===== config.mk =====
export PLATFORM = sky130hd
export DESIGN_NAME = relu_layer_sequencer
export DESIGN_NICKNAME = d
export VERILOG_FILES = /design/src/rtl/relu_pkg.sv /design/src/rtl/relu_sign_select.sv /design/src/rtl/relu_layer_sequencer.sv
export SDC_FILE = /design/constraint.sdc
export NUM_CORES = 1
export LEC_CHECK = 0
export CAP_MARGIN = 20
export CORE_AREA = 5 5 121 123
export CTS_CLUSTER_SIZE = 14
export DETAILED_ROUTE_END_ITERATION = 8
export DIE_AREA = 0 0 126 128
export DONT_BUFFER_PORTS = 1
export PLACE_DENSITY = 0.59
export RECOVER_POWER = 25
export SLEW_MARGIN = 20
export SYNTH_ARGS = -nofsm -noshare
export SYNTH_HDL_FRONTEND = slang
export SYNTH_SLANG_ARGS = --single-unit

===== constraint.sdc =====
create_clock -name clk -period 5.95 [get_ports clk]
set_input_delay 1.19 -clock clk [delete_from_list [all_inputs] [get_ports clk]]
set_output_delay 1.19 -clock clk [all_outputs]
set_load 0.005 [all_outputs]

===== src/rtl/relu_pkg.sv =====
`default_nettype none
// +------------------------------------------------------------------+
// | Module : relu_pkg                                                |
// | Brief  : Shared constants and FSM state type for the ReLU layer  |
// | Rev    : 1.0                                                     |
// +------------------------------------------------------------------+
package relu_pkg;

  localparam int          WORD_W   = 32;
  localparam int          SIGN_BIT = 31;
  localparam logic [31:0] FP_ZERO  = 32'h0000_0000;

  typedef enum logic [1:0] {
    IDLE = 2'd0,
    RUN  = 2'd1,
    FIN  = 2'd2
  } state_e;

endpackage
`default_nettype wire


===== src/rtl/relu_sign_select.sv =====
`default_nettype none
// +------------------------------------------------------------------+
// | Module : relu_sign_select                                        |
// | Brief  : Combinational IEEE-754 single ReLU (sign-bit select)    |
// | Rev    : 1.0                                                     |
// +------------------------------------------------------------------+
module relu_sign_select
  import relu_pkg::*;
(
  input  logic [WORD_W-1:0] din,
  output logic [WORD_W-1:0] dout,
  output logic              is_neg
);

  // Any set sign bit (including -0.0 and negative NaN) collapses to +0.0.
  assign is_neg = din[SIGN_BIT];
  assign dout   = is_neg ? FP_ZERO : din;

endmodule
`default_nettype wire


===== src/rtl/relu_layer_sequencer.sv =====
`default_nettype none
// +------------------------------------------------------------------+
// | Module : relu_layer_sequencer                                    |
// | Brief  : Streams one layer source->ReLU->destination with a      |
// |          2-entry write buffer. Optional RELU_NEG_COUNT_EN adds   |
// |          the neg_count output.                                   |
// | Rev    : 1.0                                                     |
// +------------------------------------------------------------------+
module relu_layer_sequencer
  import relu_pkg::*;
#(
  parameter int AW = 8,
  parameter int LW = 8
) (
  input  logic              clk,
  input  logic              rst,
  input  logic              start,
  input  logic [AW-1:0]     base_rd_addr,
  input  logic [AW-1:0]     base_wr_addr,
  input  logic [LW-1:0]     length,
  output logic              busy,
  output logic              done,
  output logic              rd_en,
  output logic [AW-1:0]     rd_addr,
  input  logic [WORD_W-1:0] rd_data,
  output logic              wr_en,
  output logic [AW-1:0]     wr_addr,
  output logic [WORD_W-1:0] wr_data,
  input  logic              wr_ready
`ifdef RELU_NEG_COUNT_EN
  ,output logic [LW-1:0]    neg_count
`endif
);

  state_e                   state_q, state_d;
  logic [AW-1:0]            rd_base_q, rd_base_d;
  logic [AW-1:0]            wr_base_q, wr_base_d;
  logic [LW-1:0]            len_q, len_d;
  logic [LW-1:0]            rd_cnt_q, rd_cnt_d;
  logic [LW-1:0]            wr_cnt_q, wr_cnt_d;
  logic                     inflight_q, inflight_d;
  logic [1:0][WORD_W-1:0]   mem_q, mem_d;
  logic                     wr_ptr_q, wr_ptr_d;
  logic                     rd_ptr_q, rd_ptr_d;
  logic [1:0]               occ_q, occ_d;

  logic [WORD_W-1:0]        w_relu;
  logic                     w_is_neg;
  logic                     w_pop;
  logic                     w_push;
  logic                     w_room;
  logic                     w_accept;
  logic [AW-1:0]            w_rd_off;
  logic [AW-1:0]            w_wr_off;

  relu_sign_select u_relu (
    .din    (rd_data),
    .dout   (w_relu),
    .is_neg (w_is_neg)
  );

  // Counters and addresses may differ in width; addresses wrap modulo 2^AW.
  if (LW >= AW) begin : g_off_trunc
    assign w_rd_off = rd_cnt_q[AW-1:0];
    assign w_wr_off = wr_cnt_q[AW-1:0];
  end else begin : g_off_ext
    assign w_rd_off = {{(AW-LW){1'b0}}, rd_cnt_q};
    assign w_wr_off = {{(AW-LW){1'b0}}, wr_cnt_q};
  end

  assign busy    = (state_q == RUN);
  assign done    = (state_q == FIN);
  assign rd_addr = rd_base_q + w_rd_off;
  assign wr_addr = wr_base_q + w_wr_off;
  assign wr_en   = (occ_q != 2'd0);
  assign wr_data = mem_q[rd_ptr_q];

  assign w_pop    = wr_en && wr_ready;
  assign w_push   = inflight_q;
  assign w_accept = (state_q == IDLE) && start;
  // Reserve a slot for every outstanding read so the buffer never overflows.
  assign w_room   = (3'(occ_q) + 3'(inflight_q)) <= (3'd1 + 3'(w_pop));
  assign rd_en    = (state_q == RUN) && (rd_cnt_q < len_q) && w_room;

  always_comb begin
    state_d    = state_q;
    rd_base_d  = rd_base_q;
    wr_base_d  = wr_base_q;
    len_d      = len_q;
    rd_cnt_d   = rd_cnt_q + LW'(rd_en);
    wr_cnt_d   = wr_cnt_q + LW'(w_pop);
    inflight_d = rd_en;
    mem_d      = mem_q;
    wr_ptr_d   = wr_ptr_q ^ w_push;
    rd_ptr_d   = rd_ptr_q ^ w_pop;
    occ_d      = occ_q + 2'(w_push) - 2'(w_pop);

    if (w_push) begin
      mem_d[wr_ptr_q] = w_relu;
    end

    case (state_q)
      IDLE: begin
        if (start) begin
          rd_base_d = base_rd_addr;
          wr_base_d = base_wr_addr;
          len_d     = length;
          rd_cnt_d  = '0;
          wr_cnt_d  = '0;
          state_d   = (length == '0) ? FIN : RUN;
        end
      end
      RUN: begin
        if (w_pop && ((wr_cnt_q + LW'(1)) == len_q)) begin
          state_d = FIN;
        end
      end
      FIN:     state_d = IDLE;
      default: state_d = IDLE;
    endcase
  end

  always_ff @(posedge clk) begin
    if (rst) begin
      state_q    <= IDLE;
      rd_base_q  <= '0;
      wr_base_q  <= '0;
      len_q      <= '0;
      rd_cnt_q   <= '0;
      wr_cnt_q   <= '0;
      inflight_q <= 1'b0;
      mem_q      <= '0;
      wr_ptr_q   <= 1'b0;
      rd_ptr_q   <= 1'b0;
      occ_q      <= 2'd0;
    end else begin
      state_q    <= state_d;
      rd_base_q  <= rd_base_d;
      wr_base_q  <= wr_base_d;
      len_q      <= len_d;
      rd_cnt_q   <= rd_cnt_d;
      wr_cnt_q   <= wr_cnt_d;
      inflight_q <= inflight_d;
      mem_q      <= mem_d;
      wr_ptr_q   <= wr_ptr_d;
      rd_ptr_q   <= rd_ptr_d;
      occ_q      <= occ_d;
    end
  end

`ifdef RELU_NEG_COUNT_EN
  logic [LW-1:0] neg_cnt_q, neg_cnt_d;

  always_comb begin
    neg_cnt_d = neg_cnt_q;
    if (w_accept) begin
      neg_cnt_d = '0;
    end else if (w_push && w_is_neg) begin
      neg_cnt_d = neg_cnt_q + LW'(1);
    end
  end

  always_ff @(posedge clk) begin
    if (rst) begin
      neg_cnt_q <= '0;
    end else begin
      neg_cnt_q <= neg_cnt_d;
    end
  end

  assign neg_count = neg_cnt_q;
`else
  logic w_unused_neg;
  assign w_unused_neg = w_is_neg ^ w_accept;
`endif

endmodule
`default_nettype wire


Yosys cells after proc, flatten, opt, wreduce, memory -nomap -nowiden
Cells that the tools add are included.
{"block": "word_totals", "reg_bits": 111, "out_inout_bits": 52}
{"block": "op_classes", "add_sub_neg": 9, "n_lt_le_gt_ge": 5, "n_eq_ne": 5, "mux": 14, "bitwise_logic": 2, "n_reduce_logical": 10}
{"op": "32-bit 2-to-1 mux", "count": 3}
{"op": "64-bit bitwise mux", "count": 1}
{"op": "32-bit demux with 1-bit select", "count": 1}
{"op": "8-bit 2-to-1 mux", "count": 4}
{"op": "31-bit 2-to-1 mux", "count": 1}
{"op": "8-bit by 1-bit adder with 8-bit output", "count": 2}
{"op": "8-bit adder", "count": 2}
{"op": "8-bit by 1-bit adder with 8-bit output, second input constant", "count": 1}
{"op": "8-bit equality test", "count": 1}
{"op": "8-bit logical NOT", "count": 1}
{"op": "8-bit less-than comparator", "count": 1}
{"op": "2-bit 2-to-1 mux", "count": 3}
{"op": "1-bit logical AND", "count": 5}
{"op": "1-bit by 2-bit less-than comparator with 1-bit output, second input constant", "count": 2}
{"op": "2-bit case mux with 2 select lines", "count": 1}
{"op": "2-bit AND reduction", "count": 2}
{"op": "2-bit by 1-bit adder with 3-bit output", "count": 1}
{"op": "3-bit by 2-bit <= comparator with 1-bit output", "count": 1}
{"op": "1-bit by 1-bit adder with 2-bit output, first input constant", "count": 1}
{"op": "2-bit by 1-bit adder with 2-bit output", "count": 1}
{"op": "2-bit by 1-bit equality test with 1-bit output, second input constant", "count": 1}
{"op": "2-bit equality test, second input constant", "count": 1}
{"op": "2-bit logical NOT", "count": 1}
{"op": "2-bit by 1-bit != test with 1-bit output, second input constant", "count": 1}
{"op": "5 further kinds", "count": 6}

Depth between registers and ports, before layout
Gate-level depths: netlist of run 1.
{"block": "depth", "ltp_word": 8, "ltp_mapped": 13, "ltp_nobuf": 13}

Modules after synthesis
Synthesis of run 1 repeated with hierarchy kept, for this count alone.
{"block": "unflattened", "hier_cells": 624, "hier_area_um2": 5681.7}
{"mod": "relu_layer_sequencer", "n_inst": 1, "cells_each": 587, "area_per_inst_um2": 5435.2, "seq_area_each_um2": 2222.1}
{"mod": "relu_sign_select", "n_inst": 1, "cells_each": 37, "area_per_inst_um2": 246.5, "seq_area_each_um2": 0.0}

Worst setup path after synthesis of run 1
Ideal clock, no wire load.
{"block": "synth_path", "kind": "in2out", "start": "in wr_ready", "end": "out rd_en", "arrival_time_ps": 2711, "required_time_ps": 4760, "setup_slack_ps": 2049, "cell_stages": 7, "path_buffers": 0, "cell_sequence": "nand2_1 -> inv_1 -> fa_1 -> o31a_1 -> a21oi_1 -> or3b_2 -> nor3_1"}
{"block": "synth_between", "elab_chain_cells": 4}
{"element": "from (decl)", "line": "relu_layer_sequencer.sv:29", "rtl": "input logic wr_ready"}
{"element": "1-bit logical AND", "line": "relu_layer_sequencer.sv:78", "rtl": "assign w_pop = wr_en && wr_ready;"}
{"element": "1-bit by 1-bit adder with 2-bit output", "line": "relu_layer_sequencer.sv:82", "rtl": "assign w_room = (3'(occ_q) + 3'(inflight_q)) <= (3'd1 + 3'(w_pop));"}
{"element": "3-bit by 2-bit <= comparator with 1-bit output", "line": "relu_layer_sequencer.sv:82"}
{"element": "1-bit logical AND", "line": "relu_layer_sequencer.sv:83", "rtl": "assign rd_en = (state_q == RUN) && (rd_cnt_q < len_q) && w_room;"}
{"element": "to (decl)", "line": "relu_layer_sequencer.sv:23", "rtl": "output logic rd_en,"}
Every way passes these cells.

Final worst setup path of run 1
Same ends and word-level chain as after synthesis.

==> reports/results.ini, run 1 <==
[finish]
syn_to_final_growth_pct=6.71
antenna_cells_inserted=0
nNetsFinal=692
drive_gt1_frac=0.0932
filler_cell_count=1336

[placed_design]
buffer_ports.inserted=0
dp_hpwl_mm=8.44
gp_routability_congestion=0.816

[timing]
post-route-period-util=0.705
worst-slew-pin-transition_ns=1.97
period_minus_slack_ns=4.19
setup_viol_count_final=0
slew_violations=64
slew-limit-headroom=-0.315
rsz_0062_raised_after_global_routing=false
worst_clock_skew_ns=0.00565
finalHoldViolCount=0
fin_tns_setup_ns=0
fmaxAchievable_mhz=239

[synthesis]
synthesis.area_um2=5610
number_of_enable_type_register_cells_in_the_synthesized_netlist=0
post_synth_most_frequent_cells=dfxtp_1 (109), nor2_1 (92), mux2i_1 (62)
synth_top_flop_cell=dfxtp_1
avgSynthCellArea_um2=9.06
ys.warnings.count=0
cells_after_synth=619
synth_area_leaders=dfxtp_1 (39%), mux2i_1 (11%), ha_1 (7.4%), mux2_2 (6.2%), nor2_1 (6.2%)
yosysTopAreaCellShare=0.389
yosysSeqAreaShare=0.389
async_flop_share=0
synth_seq_cells=109
synth_most_common_cell=dfxtp_1
mappedNetlistNets=715
netlist.top_cell.by_area=dfxtp_1
post_synth_num_cell_types=44

[clock_network]
ctsHtreeMaxLevel=3
cts_tree=yes
cts.reportedPaths.clkPinSlew_ns=0.07
hold_buffers=0
tritoncts_num_sinks=109
numCtsBuffers=9
cts_resized=0
setup_bufs_post_cts=0
cts_root_buffer=clkbuf_16
worst_skew_pair.late_latency_ns=0.36
max-clock-path-buffers=2

[outcome]
run_status=complete, but fails checks
failing_checks=max-capacitance violations, max-slew violations

[route]
firstDrtPassIters=4
number_of_nets_still_failing_antenna_checks_after_routing=0
drc=0
post_drt_wl_per_cell_um=15.3
drt-initial-drc-count=186
routed_wirelength_mm=11.9
vias=3952
via_per_inst=5.06

[floorplanning]
core-area_um2=13600
io_pins=112
row_count=43
initial_core_util=0.414
chipWidth_um=126
die-height_um=128
die_area_um2=16100

[global_route]
grt_total_usage=0.150
grt_pass1_vias=4078
grt_pass1_wl_mm=19.8
grt.overflow.total=0
grt_max_degree=97
antenna_found_initial=0

[power]
p_total_mw=1.70
p_leak_nw=2.33
power_density_nw_per_um2=284
max-vdd-ir-drop_mv=0.154

[job]
maxCapViolations=2

[critical_path]
setup.worst_path.class=input port to output pin
startpoint_of_the_lowest_slack_register_to_register_path=occ_q[1]
setup.worst_path.end_class=output pin
cp.required_ns=4.76
worstSetupStartpoint=wr_ready
worstSetupStartpointType=input port
path_max_fanout=5
crit_arrival_ns=3.00

[min_path]
hold_path_startpoint=wr_base_q[6]
hold_path_class=register to register

## critical path, stage by stage
cell     delay [ns]
nand2_1        0.08
inv_1          0.13
fa_1           0.56
o31a_1         0.14
a21oi_1        0.05
or3b_2         0.46
nor3_1         0.40
## cell usage in the layout, fill, tap and decap left out, types with 3 or more instances in the layout
| master | instances |
|---|---|
| a21o_1 | 7 |
| a21oi_1 | 33 |
| and2_1 | 5 |
| clkbuf_16 | 9 |
| dfxtp_1 | 109 |
| fa_1 | 3 |
| ha_1 | 33 |
| inv_1 | 22 |
| inv_6 | 3 |
| mux2_2 | 31 |
| mux2i_1 | 62 |
| nand2_1 | 57 |
| nand2b_1 | 6 |
| nand3_1 | 10 |
| nand4_1 | 3 |
| nor2_1 | 92 |
| nor2b_1 | 37 |
| nor3_1 | 4 |
| o21ai_0 | 7 |
| xnor2_1 | 21 |
| xor2_1 | 15 |
## per-stage QoR
stage / cell area [µm²] / std cells / hold WS [ns] / worst slack, ns / utilization
after global placement: 5680 / 765 / 0.443 / 1.75 / 0.419
after global routing: 5990 / 781 / 0.483 / 1.63 / 0.441
after detailed placement: 5680 / 765 / 0.449 / 1.71 / 0.419
after floorplan: 5610 / 619 / 0.438 / 2.05 / -
final: 5990 / 781 / 0.459 / 1.76 / 0.441
after CTS: 5990 / 781 / 0.459 / 1.71 / 0.442
## cell type report
class                   count  area, µm²  share of cell area
flip-flops and latches    109       2180               0.365
clock buffers              11        243              0.0406
clock inverters             5       65.1              0.0109
inverters                  22       82.6              0.0138
repair buffers              1       7.51             0.00125
well taps                 180        225              0.0376
multi-input cells         453       3180               0.531
## per-layer routing
| layer | GRT usage | up-vias | wire length [µm] |
|---|---|---|---|
| met5 | 0 | - | 0 |
| met2 | 0.251 | 80 | 5740 |
| met3 | 0.0454 | 12 | 728 |
| met1 | 0.183 | 1858 | 5250 |
| met4 | 0.0568 | 0 | 205 |
| li1 | - | 2002 | - |
## where the power goes
part	internal (mW)	switching, mW
Clock	0.344	0.280
Sequential	0.764	0.0250
Combinational	0.132	0.157
Total	1.24	0.461
## cell families (layout without fill, tap and decap cells)
family          Yosys count  count (layout)  share of synthesized area
flops                   109             109                      0.389
fa+ha+maj                36              36                     0.0843
compound gates           58              58                     0.0627
xor+xnor                 36              36                     0.0562
simple gates            229             229                      0.190
mux                      93              93                      0.173
buf+inv                  57              39                     0.0439
other cells               1               1                   0.000669
## path summary, 6_finish.rpt
check | slack (ns) | cells after the start | to
setup / recovery | 1.76 | 7 | rd_en
hold / removal | 0.46 | 2 | wr_base_q[6]
setup reg to reg | 2.48 | 13 | rd_cnt_q[6]
hold reg to reg | 0.46 | 2 | wr_base_q[6]
## flip-flops by register name, indices dropped and copies added (netlist names), 2 cells and up
signal,flops
mem_q,62
len_q,8
rd_base_q,8
rd_cnt_q,8
w_wr_off,8
wr_base_q,8
occ_q,2
state_q,2
Power figures use the tool's default switching activity.
==> run 2: changes to the inputs <==
==> constraint.sdc (replaced) <==
create_clock -name clk -period 4 [get_ports clk]
set_input_delay 0.8 -clock clk [delete_from_list [all_inputs] [get_ports clk]]
set_output_delay 0.8 -clock clk [all_outputs]
set_load 0.005 [all_outputs]
==> reports/results.ini, run 2 (same netlist as run 1, synthesis figures left out) <==
[critical_path]
startpoint_of_the_lowest_slack_register_to_register_path=occ_q[1]
rr_endpoint=rd_cnt_q[6]
setup.worst_path.class=register to output pin
path_max_fanout=5
rrSetupSlack_ns=0.68
setup.worst_path.end_class=output pin
cp.required_ns=3.20
crit_arrival_ns=2.81
worstSetupStartpointType=register
worst_reg2reg_path_depth=14

[global_route]
grt.overflow.total=0
antenna_found_initial=0
grt_pass1_vias=4013
grt_total_usage=0.148
grt_max_degree=97
grt_pass1_wl_mm=19.4

[min_path]
hold_path_class=register to register
worstHoldEndpoint=rd_base_q[4]
hold_path_startpoint=rd_base_q[4]
hold_path_depth=2

[floorplanning]
row_count=43
io_pins=112
chipWidth_um=126
die-height_um=128
die_area_um2=16100
core-area_um2=13600
initial_core_util=0.414

[route]
number_of_nets_still_failing_antenna_checks_after_routing=0
via_per_inst=5.12
drt-initial-drc-count=182
post_drt_wl_per_cell_um=15.2
vias=4010
routed_wirelength_mm=11.9
drc=0
firstDrtPassIters=4

[finish]
layout_commonest_cell=dfxtp_1
fin_util=0.442
syn_to_final_growth_pct=6.94
postLayoutCellArea_um2=6000
nNetsFinal=694
antenna_cells_inserted=0
most-common-layout-cells=dfxtp_1 (109), nor2_1 (92), mux2i_1 (62)
largest-register=mem_q
drive_gt1_frac=0.0978
post_layout_nonfiller_instances=783
largest_register_ff_count=62

[timing]
fin_tns_setup_ns=0
rsz_0062_raised_after_global_routing=false
worst-slew-pin-transition_ns=2.00
setup_viol_count_final=0
slew-limit-headroom=-0.333
slew_violations=64
worst_clock_skew_ns=0.00594
fmaxAchievable_mhz=277
period_minus_slack_ns=3.61
post-route-period-util=0.904
finalHoldViolCount=0

[job]
maxCapViolations=2

[clock_network]
cts_root_buffer=clkbuf_16
max-clock-path-buffers=2
ctsHtreeMaxLevel=3
worst_skew_pair.late_latency_ns=0.35
cts_tree=yes
setup_bufs_post_cts=0
hold_buffers=0
cts.reportedPaths.clkPinSlew_ns=0.07
cts_resized=0
numCtsBuffers=9
tritoncts_num_sinks=109

[placed_design]
placedInstanceArea_um2=5700
buffer_ports.inserted=0
gp_routability_congestion=0.816
dp_hpwl_mm=8.44
placed_cells=767

[power]
max-vdd-ir-drop_mv=0.184
p_total_mw=2.53
p_leak_nw=2.33
power_density_nw_per_um2=422

[outcome]
failing_checks=max-capacitance violations, max-slew violations
run_status=complete, but fails checks

[run 2: changes by cell type in the layout (fill, tap and decap cells not counted)]
cell | before | now
buf_4 | 1 | 3
clkinvlp_4 | 0 | 1
inv_8 | 0 | 1
clkinv_2 | 0 | 1
inv_6 | 3 | 2
and2_1 | 5 | 4
clkbuf_1 | 1 | 0
and2_0 | 0 | 1
clkbuf_8 | 1 | 0
[run 2: per-layer routing]
metal / track usage / share of wire / vias to the layer above / routed length (µm)
met1: 0.177 / 0.45 / 1910 / 5320
met3: 0.0421 / 0.049 / 12 / 586
met2: 0.254 / 0.48 / 67 / 5760
li1: - / - / 2021 / -
met4: 0.0574 / 0.018 / 0 / 216
met5: 0 / 0 / - / 0
[run 2: stage by stage]
step | hold WS, ns | worst slack (ns)
2_1_floorplan | 0.438 | 0.859
3_3_place_gp | 0.442 | 0.649
3_5_place_dp | 0.449 | 0.588
4_1_cts | 0.459 | 0.367
5_1_grt | 0.466 | 0.214
6_report | 0.454 | 0.385
[run 2: critical path, cell delays in order, from the launching register on]
cell     delay, ns
dfxtp_1       0.32
or2_2         0.33
nand2_1       0.13
inv_1         0.13
fa_1          0.55
o31a_1        0.14
a21oi_1       0.05
or3b_2        0.46
nor3_1        0.18
buf_4         0.16
[run 2: worst max path at each step]
stage / to / depth (start not counted) / startpoint / slack (ns)
2_1_floorplan: rd_cnt_q[4] / 12 / wr_ready / 0.86
3_3_place_gp: rd_cnt_q[6] / 13 / wr_ready / 0.65
3_5_place_dp: rd_cnt_q[6] / 13 / wr_ready / 0.59
4_1_cts: rd_en / 9 / occ_q[1] / 0.37
5_1_grt: rd_en / 9 / occ_q[1] / 0.21
6_report: rd_en / 9 / occ_q[1] / 0.39
[run 2: report_power, final]
group          internal, mW  leakage (nW)  total (mW)  switching (mW)
sequential             1.14         0.883        1.17          0.0372
combinational         0.203          1.30       0.439           0.236
clock                 0.495         0.148       0.916           0.421
total                  1.83          2.33        2.53           0.695
[run 2: final cells by class]
cell class	instances	area, µm²
Clock buffer	9	225
Clock inverter	7	80.1
Fill cell	1317	7560
Inverter	22	82.6
Multi-Input combinational cell	453	3180
Sequential cell	109	2180
Tap cell	180	225
Timing Repair Buffer	3	22.5
==> run 3: changes to the inputs <==
--- a/config.mk
+++ b/config.mk
@@ -6,12 +6,14 @@
 export NUM_CORES = 1
 export LEC_CHECK = 0
 export CAP_MARGIN = 20
+export CELL_PAD_IN_SITES_DETAIL_PLACEMENT = 0
+export CELL_PAD_IN_SITES_GLOBAL_PLACEMENT = 1
 export CORE_AREA = 5 5 121 123
 export CTS_CLUSTER_SIZE = 14
 export DETAILED_ROUTE_END_ITERATION = 8
 export DIE_AREA = 0 0 126 128
 export DONT_BUFFER_PORTS = 1
-export PLACE_DENSITY = 0.59
+export PLACE_DENSITY = 0.74
 export RECOVER_POWER = 25
 export SLEW_MARGIN = 20
 export SYNTH_ARGS = -nofsm -noshare
==> reports/results.ini, run 3 (same netlist as run 1, synthesis figures left out) <==
[global_route]
grt_max_degree=97
grt.overflow.total=0
grt_total_usage=0.151
antenna_found_initial=2
grt_pass1_vias=4059
grt_pass1_wl_mm=19.8

[route]
wl_met1_mm=5.56
wl_met3_um=698
drt-initial-drc-count=95
top_metal_layer_carrying_routed_signals=met4
number_of_nets_still_failing_antenna_checks_after_routing=0
met2RoutedLength_mm=5.57
drc=0
firstDrtPassIters=4
via_per_inst=5.09
routed_wirelength_mm=12.1
vias=3993
post_drt_wl_per_cell_um=15.4

[placed_design]
dp_hpwl_mm=8.52
placed_cells=765
gp_routability_congestion=0.793
buffer_ports.inserted=0

[finish]
fin_util=0.444
multi_input_area_um2=3180
largest-register=mem_q
post_layout_nonfiller_instances=784
filler_cell_count=1339
drive_gt1_frac=0.0947
syn_to_final_growth_pct=7.21
nNetsFinal=693
layout_commonest_cell=dfxtp_1
most-common-layout-cells=dfxtp_1 (109), nor2_1 (92), mux2i_1 (62)
seqCellArea_um2=2180
largest_register_ff_count=62

[clock_network]
tritoncts_num_sinks=109
ctsHtreeMaxLevel=3
setup_bufs_post_cts=0
hold_buffers=0
cts_resized=0
max-clock-path-buffers=2
worst_skew_pair.late_latency_ns=0.35
cts_root_buffer=clkbuf_16
cts_tree=yes
cts.reportedPaths.clkPinSlew_ns=0.07
numCtsBuffers=9

[min_path]
hold_path_class=register to register
hold_path_startpoint=wr_base_q[2]
worstHoldEndpoint=wr_base_q[2]
hold_path_depth=2

[floorplanning]
io_pins=112
row_count=43
core-area_um2=13600
chipWidth_um=126
die-height_um=128
initial_core_util=0.414
die_area_um2=16100

[job]
maxCapViolations=0

[critical_path]
setup.worst_path.class=register to output pin
worst_reg2reg_path_depth=13
crit_arrival_ns=2.83
worstSetupStartpointType=register
startpoint_of_the_lowest_slack_register_to_register_path=occ_q[1]
path_max_fanout=5
rrSetupSlack_ns=0.58
cp.required_ns=3.20
setup.worst_path.end_class=output pin
rr_endpoint=rd_cnt_q[6]

[timing]
post-route-period-util=0.909
rsz_0062_raised_after_global_routing=false
period_minus_slack_ns=3.63
finalHoldViolCount=0
setup_viol_count_final=0
slew_violations=0
slew-limit-headroom=0.0474
fmaxAchievable_mhz=275
fin_tns_setup_ns=0
worst_clock_skew_ns=0.00735
worst-slew-pin-transition_ns=1.43

[power]
power_density_nw_per_um2=428
max-vdd-ir-drop_mv=0.206
p_leak_nw=2.33

[outcome]
run_status=finished clean

[run 3: metal layers]
metal | vias to the layer above | GRT usage
li1 | 2024 | -
met1 | 1877 | 0.184
met2 | 74 | 0.247
met3 | 18 | 0.0471
met4 | 0 | 0.0618
met5 | - | 0
[run 3: worst max-delay path by stage]
stage	depth (start not counted)	start	endpoint
detailed placement	12	wr_ready	rd_cnt_q[4]
global placement	12	wr_ready	rd_cnt_q[4]
floorplan	12	wr_ready	rd_cnt_q[4]
finish	8	occ_q[1]	rd_en
CTS	8	occ_q[1]	rd_en
global route	8	occ_q[1]	rd_en
[run 3: power breakdown]
part           switching, mW  leakage [nW]  total [mW]  internal (mW)
combinational          0.237          1.29       0.430          0.193
clock                  0.402         0.156       0.969          0.568
sequential            0.0377         0.883        1.17           1.14
total                  0.676          2.33        2.57           1.90
[run 3: per-stage QoR]
stage               cell area, µm²  total power [mW]  hold slack [ns]  setup slack, ns
floorplan                     5610              1.56            0.438            0.859
global placement              5680              1.63            0.442            0.443
detailed placement            5680              1.64            0.449            0.401
CTS                           6010              2.62            0.459            0.302
global route                  6010              2.71            0.477           0.0878
finish                        6010              2.57            0.457            0.366
[run 3: final cells by class]
cell class / instances / area share
multi-input combinational: 453 / 0.529
sequential: 109 / 0.363
clock buffer: 11 / 0.0404
tap: 180 / 0.0375
inverter: 22 / 0.0137
clock inverter: 5 / 0.0135
timing repair buffer: 2 / 0.00187
antenna: 2 / 0.000832
[run 3: critical path, cell delays in order (launching register included)]
cell	delay, ns
dfxtp_1	0.33
or2_2	0.33
nand2_1	0.11
inv_1	0.12
fa_1	0.55
o31a_1	0.14
a21oi_1	0.05
or3b_2	0.46
nor3_1	0.41
==> variant 1, RTL diff (flow settings as in run 1) <==
`LW`: 8 -> 9.
--- a/src/rtl/relu_layer_sequencer.sv
+++ b/src/rtl/relu_layer_sequencer.sv
@@ -11,5 +11,5 @@
 #(
   parameter int AW = 8,
-  parameter int LW = 8
+  parameter int LW = 9
 ) (
   input  logic              clk,
Interface: changed (resized length); port bits go from 112 to 113. No check against the original RTL was run, so the function may have changed too.
==> variant 1 against run 1 <==
The run still ends with capacitance limit, slew limit left. Combinational power rose by 11%. Via count rose by 5.7%. Sequential cell count rose by 3. Routed wire length rose by 5.7%. Fmax rose by 2.6%. Synthesized cell count rose by 3.7%. Largest power group unchanged. Power rose by 0.56%. Area after synthesis rose by 2.3%. Sequential share of layout area rose by 0.18 points. Cell area rose by 2.2%. Critical path depth did not move. Die area did not move. Setup slack improved by 0.11 ns.
==> variant 1: results <==
place:
  place.gp.congestion: 0.769
  placed_area_um2: 5840
  dp_hpwl_um: 9070
  dpl.cell_count: 788
routing:
  vias_per_cell: 5.19
  drt_iter0_markers: 140
  wl_per_cell_um: 15.7
finish:
  finalNetCount: 717
  drive_gt1_frac: 0.0817
  finalNonFillerCells: 804
pwr:
  power_mw: 1.71
  power_frac_clock: 0.337
  p_leak_nw: 2.33
  swShare: 0.283
  pg_seq_mw: 0.813
  irDropWorstVdd_uv: 119
logic_synthesis:
  synth_mux_area_frac: 0.169
  synth_compound_area_frac: 0.0674
  synth.distinct_cells: 47
  synthTopCellsByArea: "dfxtp_1, mux2i_1, ha_1"
  ys_seq_area_frac: 0.391
  syn_nets: 740
  synth_fa_ha_area_frac: 0.0846
  synth_xor_area_frac: 0.0565
  async_flop_share: 0
  syn_area_per_cell_um2: 8.93
  synth.top_cells.by_count: "dfxtp_1, nor2_1, mux2i_1, nand2_1, nor2b_1"
timing:
  skew_ns: 0.00769
  setup_tns_ns: 0
  whs_ns: 0.458
  tightest_slew_ns: 1.88
  fin_ws_ns: 1.86
  slew_viol_final: 61
worst_setup_path:
  rr_endpoint: "rd_cnt_q[6]"
  worst_ep_arrival_time_ns: 2.90
  path_max_fanout: 4
  worst-r2r-cell-count: 13
  r2r_slack_ns: 2.55
  slowest_delay_ns: 0.58
min_path:
  min_to: "rd_base_q[5]"
  hp-start: "rd_base_q[5]"
clock_network:
  cts_setup_buffers: 0
  htreeDepth: 3
  clk_pin_slew_ns: 0.07
grt:
  track_usage: 0.159
  grt_pass1_vias: 4288
  grt_pass1_wl_um: 21100
outcome:
  status: "finished with violations"
  violations: "capacitance limit, slew limit"
run:
  maxCapViolCount: 2
==> variant 1: final cells by class <==
| type | count | area [um2] |
|---|---|---|
| Sequential cell | 112 | 2240 |
| Inverter | 28 | 105 |
| Clock buffer | 10 | 239 |
| Fill cell | 1343 | 7440 |
| Multi-Input combinational cell | 466 | 3250 |
| Tap cell | 180 | 225 |
| Clock inverter | 6 | 45.0 |
| Timing Repair Buffer | 2 | 15.0 |
==> variant 1: layer usage <==
layer | share of wire | global-route usage | vias up
met5 | 0 | 0 | -
met4 | 0.021 | 0.0700 | 0
met3 | 0.045 | 0.0421 | 19
met2 | 0.48 | 0.269 | 78
met1 | 0.46 | 0.192 | 1999
li1 | - | - | 2080
==> variant 1: worst max-delay path: cells and delay by family <==
family	cells	cell delay (ns)
buffers and inverters	1	0.20
adders and majority gates	1	0.58
AOI/OAI and AO/OA	5	0.94
==> variant 2, RTL diff (settings of run 1) <==
Made on the original files. Encoding of `state_e`: now one-hot (3 bits for 3 states).
--- a/src/rtl/relu_pkg.sv
+++ b/src/rtl/relu_pkg.sv
@@ -11,8 +11,8 @@
   localparam logic [31:0] FP_ZERO  = 32'h0000_0000;
 
-  typedef enum logic [1:0] {
-    IDLE = 2'd0,
-    RUN  = 2'd1,
-    FIN  = 2'd2
+  typedef enum logic [2:0] {
+    IDLE = 3'b001,
+    RUN  = 3'b010,
+    FIN  = 3'b100
   } state_e;
 
Function: same outputs for any inputs over 4 cycles, from zero or initial values and one cycle with rst high; so few cycles prove little.
==> variant 2 against run 1 <==
The flow still finishes with violations (capacitance limit, slew limit). Routed wire length increased by 3.7%. Sequential cell count up 1. Area after synthesis increased by 0.78%. Fmax fell by 2.8%. Cell area rose by 0.75%. Via count grew 1.9%. Clock skew rose by 0.0039 ns. Sequential power down 1%. Critical path depth unchanged. Power fell by 4.7%. Setup slack worse by 0.12 ns.
==> variant 2: results <==
run:
  maxCapViolCount: 1
grt:
  antenna_found_initial: 0
  grt_max_degree: 97
  grt_pass1_vias: 4057
  grt_pass1_wl_um: 20300
  track_usage: 0.155
logic_synthesis:
  async_flop_share: 0
  syn_nets: 717
  synth.distinct_cells: 48
  ys.warnings.count: 0
  synthTopCellsByArea: "dfxtp_1, mux2i_1, ha_1"
  ys_seq_area_frac: 0.390
  synth.top_cells.by_count: "dfxtp_1, nor2_1, mux2i_1, nand2_1, nor2b_1"
worst_setup_path:
  worst_ep_arrival_time_ns: 3.12
  r2r_start: "occ_q[0]"
  path_max_fanout: 4
  r2r_slack_ns: 2.49
  critPathLaunch: "wr_ready"
clock_network:
  clk_pin_slew_ns: 0.07
  clkLatencyLatePin_ns: 0.35
  cts_made_buffers: 9
  cts-root-buf: "clkbuf_16"
  cts_setup_buffers: 0
  cts_resized: 0
  htreeDepth: 3
  clockBufferDepth: 2
pwr:
  p_leak_nw: 2.34
  irDropWorstVdd_uv: 140
finish:
  nFillCells: 1365
  finalNetCount: 693
  diodes: 0
  largest_register: "mem_q"
  drive_gt1_frac: 0.0980
  largest_reg_flops: 62
routing:
  drt_first_pass_iters: 6
  vias_per_cell: 5.15
  wl_per_cell_um: 15.8
  drt_iter0_markers: 136
timing:
  relSlewSlack: -0.342
  whs_ns: 0.457
  slew_viol_final: 32
  skew_ns: 0.00959
min_path:
  hp-start: "rd_base_q[3]"
  hp-class: "reg -> reg"
outcome:
  status: "finished with violations"
  violations: "capacitance limit, slew limit"
place:
  dp_hpwl_um: 8600
  place.gp.congestion: 0.761
  placed_area_um2: 5750
  portBuffers: 0
-- variant 2: layout make-up --
| cell class | instances | area, um2 | area share |
|---|---|---|---|
| clock buffers | 9 | 225 | 0.0373 |
| clock inverters | 7 | 63.8 | 0.0106 |
| inverters | 23 | 86.3 | 0.0143 |
| multi-input cells | 450 | 3210 | 0.532 |
| flip-flops and latches | 110 | 2200 | 0.365 |
| well taps | 180 | 225 | 0.0373 |
| repair buffers | 3 | 18.8 | 0.00311 |
-- variant 2: per-layer routing --
metal | global-route usage | vias to the layer above | share of wire
met1 | 0.181 | 1896 | 0.42
met5 | 0 | - | 0
met3 | 0.0496 | 13 | 0.071
met2 | 0.266 | 98 | 0.49
li1 | - | 2022 | -
met4 | 0.0580 | 0 | 0.014
-- variant 2: kinds of logic (layout without fill, tap and decap cells) --
| logic type | Yosys count | count (layout) | share of synthesized area |
|---|---|---|---|
| and+or+nand+nor | 222 | 222 | 0.183 |
| DFF | 110 | 110 | 0.390 |
| muxes | 93 | 93 | 0.172 |
| buffers and inverters | 61 | 42 | 0.0458 |
| AOI/OAI and AO/OA | 60 | 60 | 0.0668 |
| xor gates and xnor gates | 38 | 38 | 0.0589 |
| adders and majority gates | 36 | 36 | 0.0837 |
| other | 1 | 1 | 0.000663 |
-- variant 2: per-stage QoR --
| step | util | instances | power (mW) | setup WS, ns |
|---|---|---|---|---|
| 3_3_place_gp | 0.424 | 766 | 1.04 | 1.70 |
| 3_5_place_dp | 0.424 | 766 | 1.05 | 1.58 |
| 6_report | 0.445 | 782 | 1.62 | 1.64 |
| 4_1_cts | 0.445 | 782 | 1.65 | 1.59 |
| 5_1_grt | 0.445 | 782 | 1.71 | 1.31 |
| 2_1_floorplan | - | 621 | 1.00 | 1.95 |
-- variant 2: worst max-delay path, stage by stage --
cell and delay, ns:
o21ai_0 0.20, inv_1 0.19, fa_1 0.56, o31a_1 0.14, a21oi_1 0.06, a2111oi_0 0.44, nor2b_1 0.35
-- variant 2: worst paths after layout --
| path | endpoint | cells after the start |
|---|---|---|
| setup reg to reg | rd_cnt_q[6] | 12 |
| hold reg to reg | rd_base_q[3] | 2 |
| hold / removal | rd_base_q[3] | 2 |
| setup / recovery | rd_en | 7 |
-- variant 2: report_power, final --
| group | total [mW] | leakage [nW] | switching, mW | internal (mW) |
|---|---|---|---|---|
| Sequential | 0.780 | 0.890 | 0.0199 | 0.760 |
| Combinational | 0.249 | 1.31 | 0.143 | 0.107 |
| Clock | 0.592 | 0.136 | 0.298 | 0.294 |
